**config.mk**
```make
export PLATFORM = sky130hd
export DESIGN_NAME = bram_master
export DESIGN_NICKNAME = d
export VERILOG_FILES = /design/src/rtl/bram_master.sv
export SDC_FILE = /design/constraint.sdc
export NUM_CORES = 1
export LEC_CHECK = 0
export ABC_AREA = 1
export BUFFER_PORTS_ARGS = -buffer_cell sky130_fd_sc_hd__clkbuf_2
export CAP_MARGIN = 10
export CORE_MARGIN = 3
export CORE_UTILIZATION = 25
export CTS_CLUSTER_DIAMETER = 200
export DETAILED_ROUTE_END_ITERATION = 8
export MAX_ROUTING_LAYER = met4
export PLACE_DENSITY = 0.5
export SLEW_MARGIN = 25
export SYNTH_ARGS = -nofsm -noshare
export SYNTH_HDL_FRONTEND = slang
export SYNTH_SLANG_ARGS = --single-unit
```
**constraint.sdc**
```tcl
create_clock -name i_clk_BMST -period 1.87 [get_ports i_clk_BMST]
set_input_delay 0.0935 -clock i_clk_BMST [delete_from_list [all_inputs] [get_ports i_clk_BMST]]
set_output_delay 0.0935 -clock i_clk_BMST [all_outputs]
set_load 0.01 [all_outputs]
```
**src/rtl/bram_master.sv**
```systemverilog
// rtl/bram_master.sv - burst master driving a single BRAM port (write and read bursts); optional macro BRAM_MASTER_BOUNDS_EN
`ifndef DATA_BIT_NUM
`define DATA_BIT_NUM 16
`endif

module bram_master #(
    parameter int DW    = `DATA_BIT_NUM,
    parameter int DEPTH = 81920
) (
    input  logic          i_clk_BMST,
    input  logic          i_rst_BMST,
    input  logic          i_req_valid,
    output logic          o_req_ready,
    input  logic          i_req_write,
    input  logic [31:0]   i_req_addr,
    input  logic [7:0]    i_req_len,
    input  logic          i_wdata_valid,
    output logic          o_wdata_ready,
    input  logic [DW-1:0] i_wdata,
    output logic          o_rdata_valid,
    input  logic          i_rdata_ready,
    output logic [DW-1:0] o_rdata,
    output logic          o_busy,
    output logic          o_done,
    output logic          o_err,
    output logic          o_bram_en,
    output logic          o_bram_rst,
    output logic [3:0]    o_bram_we,
    output logic [31:0]   o_bram_addr,
    output logic [DW-1:0] o_bram_wdata,
    input  logic [DW-1:0] i_bram_rdata
);

    localparam logic [2:0] IDLE     = 3'd0;
    localparam logic [2:0] WRITE    = 3'd1;
    localparam logic [2:0] RD_ISSUE = 3'd2;
    localparam logic [2:0] RD_DATA  = 3'd3;
    localparam logic [2:0] DONE     = 3'd4;
    localparam logic [2:0] ERR      = 3'd5;

    logic [2:0]  r_state;
    logic [31:0] r_cur_addr;
    logic [7:0]  r_beats;
    logic        r_armed;   // keeps req_ready low until the first edge after reset release

    logic w_accept;
    logic w_wr_beat;
    logic w_rd_hs;
    logic w_rd_next;
    logic w_oob;

    assign w_accept  = i_req_valid && o_req_ready;
    assign w_wr_beat = (r_state == WRITE) && i_wdata_valid;
    assign w_rd_hs   = (r_state == RD_DATA) && i_rdata_ready;
    assign w_rd_next = w_rd_hs && (r_beats != 8'd0);

`ifdef BRAM_MASTER_BOUNDS_EN
    assign w_oob = ({1'b0, i_req_addr} + {25'd0, i_req_len} + 33'd1) > 33'(DEPTH);
    assign o_err = (r_state == ERR);
`else
    assign w_oob = 1'b0;
    assign o_err = 1'b0;
`endif

    // Handshake and status flags decoded straight from the state register
    always_comb begin
        o_req_ready   = (r_state == IDLE) && r_armed;
        o_busy        = (r_state != IDLE);
        o_done        = (r_state == DONE);
        o_wdata_ready = (r_state == WRITE);
        o_rdata_valid = (r_state == RD_DATA);
        // BRAM output register holds between enabled reads, so passing it through keeps rdata stable in a stall
        o_rdata       = (r_state == RD_DATA) ? i_bram_rdata : '0;
        o_bram_rst    = ~i_rst_BMST;
    end

    // BRAM port drive; a read handshake with beats left prefetches the next word in the same cycle
    always_comb begin
        o_bram_en    = w_wr_beat || (r_state == RD_ISSUE) || w_rd_next;
        o_bram_we    = w_wr_beat ? 4'b1111 : 4'b0000;
        o_bram_addr  = w_rd_next ? (r_cur_addr + 32'd1) : r_cur_addr;
        o_bram_wdata = w_wr_beat ? i_wdata : '0;
    end

    // Burst sequencing: address/beat bookkeeping and state transitions
    always_ff @(posedge i_clk_BMST or negedge i_rst_BMST) begin
        if (!i_rst_BMST) begin
            r_state    <= IDLE;
            r_cur_addr <= 32'd0;
            r_beats    <= 8'd0;
            r_armed    <= 1'b0;
        end else begin
            r_armed <= 1'b1;
            case (r_state)
                IDLE: begin
                    if (w_accept) begin
                        r_cur_addr <= i_req_addr;
                        r_beats    <= i_req_len;
                        if (w_oob)
                            r_state <= ERR;
                        else if (i_req_write)
                            r_state <= WRITE;
                        else
                            r_state <= RD_ISSUE;
                    end
                end
                WRITE: begin
                    if (w_wr_beat) begin
                        r_cur_addr <= r_cur_addr + 32'd1;
                        if (r_beats == 8'd0)
                            r_state <= DONE;
                        else
                            r_beats <= r_beats - 8'd1;
                    end
                end
                RD_ISSUE: r_state <= RD_DATA;
                RD_DATA: begin
                    if (w_rd_hs) begin
                        if (r_beats == 8'd0) begin
                            r_state <= DONE;
                        end else begin
                            r_cur_addr <= r_cur_addr + 32'd1;
                            r_beats    <= r_beats - 8'd1;
                        end
                    end
                end
                DONE:    r_state <= IDLE;
                ERR:     r_state <= IDLE;
                default: r_state <= IDLE;
            endcase
        end
    end

endmodule

```
==> results.toml <==
[critical_path]
crit_type = "reg2out"
crit_path_max_fanout = 5
cpPeakStageDelay_ps = 390
reg2reg_setup_slack_ps = 150
startpoint_type = "flop"
required_ps = 1780
worstPathCellList = "ha_2 > nand2_2 > nor2_4 > nand2_4 > nor2_4 > nand2_2 > nand2_2 > nand2_1 > nand2_1 > o21ai_1 > buf_2"
critPathArrivalTime_ps = 1930
crit_top_cell = "nand2_2"
cpMaxStageDelayCell = "dfrtp_1"
cp-end-kind = "output port"

[drt]
vias = 4937
drt_iter0_markers = 241
ant_nets = 0
first_pass_iters = 4
drc = 0
vias_per_cell = 4.35
routed_wl_um = 15500
wl_per_cell_um = 13.7

[pwr]
p_total_mw = 9.39
power.leakage_nw = 3.35
p_seq_frac = 0.208
peakVddDrop_uv = 571
p_clk_frac = 0.093
power_switching_mw = 4.77
power_density_nw_per_um2 = 1490
swShare = 0.508
p_int_mw = 4.62
pwr-share-comb = 0.699

[global_route]
grt_pass1_wl_um = 23800
antenna_found_initial = 0
first_global_vias = 4579
grt.total_usage = 0.169
grt_max_degree = 34
grt.overflow.total = 0

[hold_path]
hold_class = "in2reg"

[finish]
final_cells = 1136
drive_gt1_frac = 0.370
area_growth_syn_to_layout_pct = 57.1
diodes = 0
fin_nets = 1006

[floorplan]
io_pins = 154
start_util = 0.260
die_y_um = 133
dieArea_sq_um = 17700
std_cell_rows = 45
dieWidth_um = 133
core_sq_um = 15500

[placement]
pre_cts_ws_ps = 0.819
io_buffers = 152
place_hpwl_um = 11200
gp_congestion = 0.849
dpl.cell_count = 1098

[clock_network]
cts_tree = "built"
clockRootBuffer = "clkbuf_16"
clk_latency_ps = 290
cts_buffer_depth = 2
cts_buffers = 5
cts_sinks = 44
htree_num_levels = 2
clk_pin_slew_ps = 60

[yosys]
netlist_top_cells_area = "dfrtp_1, nand2_1, nor2_1"
synth_seq_cells = 44
synthArstFlopShare = 1.00
synth.most_common_cell = "nand2_1"
syn_nets = 807
synth_area_per_cell_sq_um = 5.54
ys_warn_count = 0
synth_commonest_cells = "nand2_1, nor2_1, inv_1"
seq_area_frac_synth = 0.274
synth_top_cell_by_area = "dfrtp_1"
synth_edf_count = 0
syn_inst = 726
synth_top_area_frac = 0.274
syn_area_sq_um = 4020
synth_ff_type = "dfrtp_1"
synth_cell_types = 30

[timing]
drv_slew = 0
clock_skew_ps = 9.02
finalSetupViolCount = 29
clock.fmax_mhz = 495
finalHoldViolCount = 0
min_period_ps = 2020
hold_slack_ps = 56.2
relSlewSlack = 0.637
grt_setup_unrepaired = "yes"
totalNegativeSetupSlack_ps = -2330
worst_pin_slew_ps = 544
fin_ws_ps = -149
finalCritPeriodShare = 1.08

[run]
max_cap_viol_count = 0

[run_status]
status = "finished, violations left"
failed_checks = "setup timing"
-- metal layers --
metal,wire (um),track usage,vias to the layer above
met2,7370,0.269,106
li1,-,-,2623
met1,7360,0.234,2190
met3,643,0.0209,18
met5,0,-,-
met4,172,0.0289,0
-- cell families (layout without fill, tap and decap cells) --
group / count (synthesis) / after routing / synth area share
buf+inv: 125 / 324 / 0.129
compound gates: 66 / 66 / 0.0880
flops: 44 / 44 / 0.274
fa+ha+maj: 3 / 3 / 0.00933
simple gates: 477 / 477 / 0.479
other cells: 2 / 2 / 0.00187
xor+xnor: 9 / 9 / 0.0196
-- cell usage in the layout (no fill, tap or decap), types with 10 or more instances in the layout --
cell type | synthesis | routed
buf_4 | 8 | 47
nand2_1 | 275 | 253
buf_2 | 9 | 25
nor2_2 | 5 | 15
o21ai_0 | 43 | 20
nor2_4 | 2 | 20
nand2_2 | 2 | 20
nand3_1 | 49 | 41
dfrtp_1 | 44 | 37
nor3_1 | 19 | 19
o21ai_1 | 8 | 13
clkbuf_16 | 0 | 10
clkbuf_2 | 0 | 122
o21ai_2 | 0 | 15
nor2_1 | 121 | 93
inv_1 | 91 | 84
-- cell type report --
type                       instances  area [sq um]
clock buffer                       6           129
clock inverter                     1          5.00
fill                            1677          9160
inverter                          96           378
multi-input combinational        557          2890
sequential                        44          1110
tap                              211           264
timing repair buffer             219          1530
timing repair inverter             2          20.0
-- critical path, delay by kind of cell, from the launching register on --
family	cells	cell delay, ps
simple gates	8	830
flops	1	390
buf+inv	1	140
compound gates	1	60
fa+ha+maj	1	210
-- power by group through the flow --
stage / clock network, mW / registers, mW / logic, mW
floorplan: 0 / 1.81 / 3.58
global placement: 0 / 1.93 / 5.49
detailed placement: 0 / 1.93 / 5.49
CTS: 0.910 / 1.92 / 5.80
global route: 0.941 / 2.03 / 7.35
finish: 0.874 / 1.96 / 6.56
-- per-stage QoR --
step | utilization | area [sq um]
floorplan | - | 4020
global placement | 0.339 | 5250
detailed placement | 0.339 | 5250
CTS | 0.369 | 5720
global route | 0.408 | 6320
finish | 0.408 | 6320
-- sequential cells by signal, summed over array words and instances (netlist names) --
register / count
r_cur_addr: 32
r_beats: 8
r_armed: 1
r_state: 3
-- repair_timing --
item | in CTS | in global routing
resized for setup | 72 | 136
setup buffers | 11 | 11
hold buffers | 1 | 0
cloned | 1 | 8
setup endpoints to repair | 53 | 56
endpoints found under the hold margin | 16 | 0
pin swaps | 13 | 12
-- worst paths after layout --
check | start | to | depth (start not counted)
setup reg to reg | r_state[1] | r_cur_addr[15] | 10
max in group asynchronous | i_rst_BMST | r_cur_addr[13] | 3
setup / recovery | r_cur_addr[0] | o_bram_addr[30] | 11
hold reg to reg | r_beats[4] | r_beats[4] | 2
hold / removal | i_req_addr[4] | r_cur_addr[4] | 3
min in group asynchronous | i_rst_BMST | r_cur_addr[0] | 2
No activity file was read; power rests on OpenSTA's default activity.
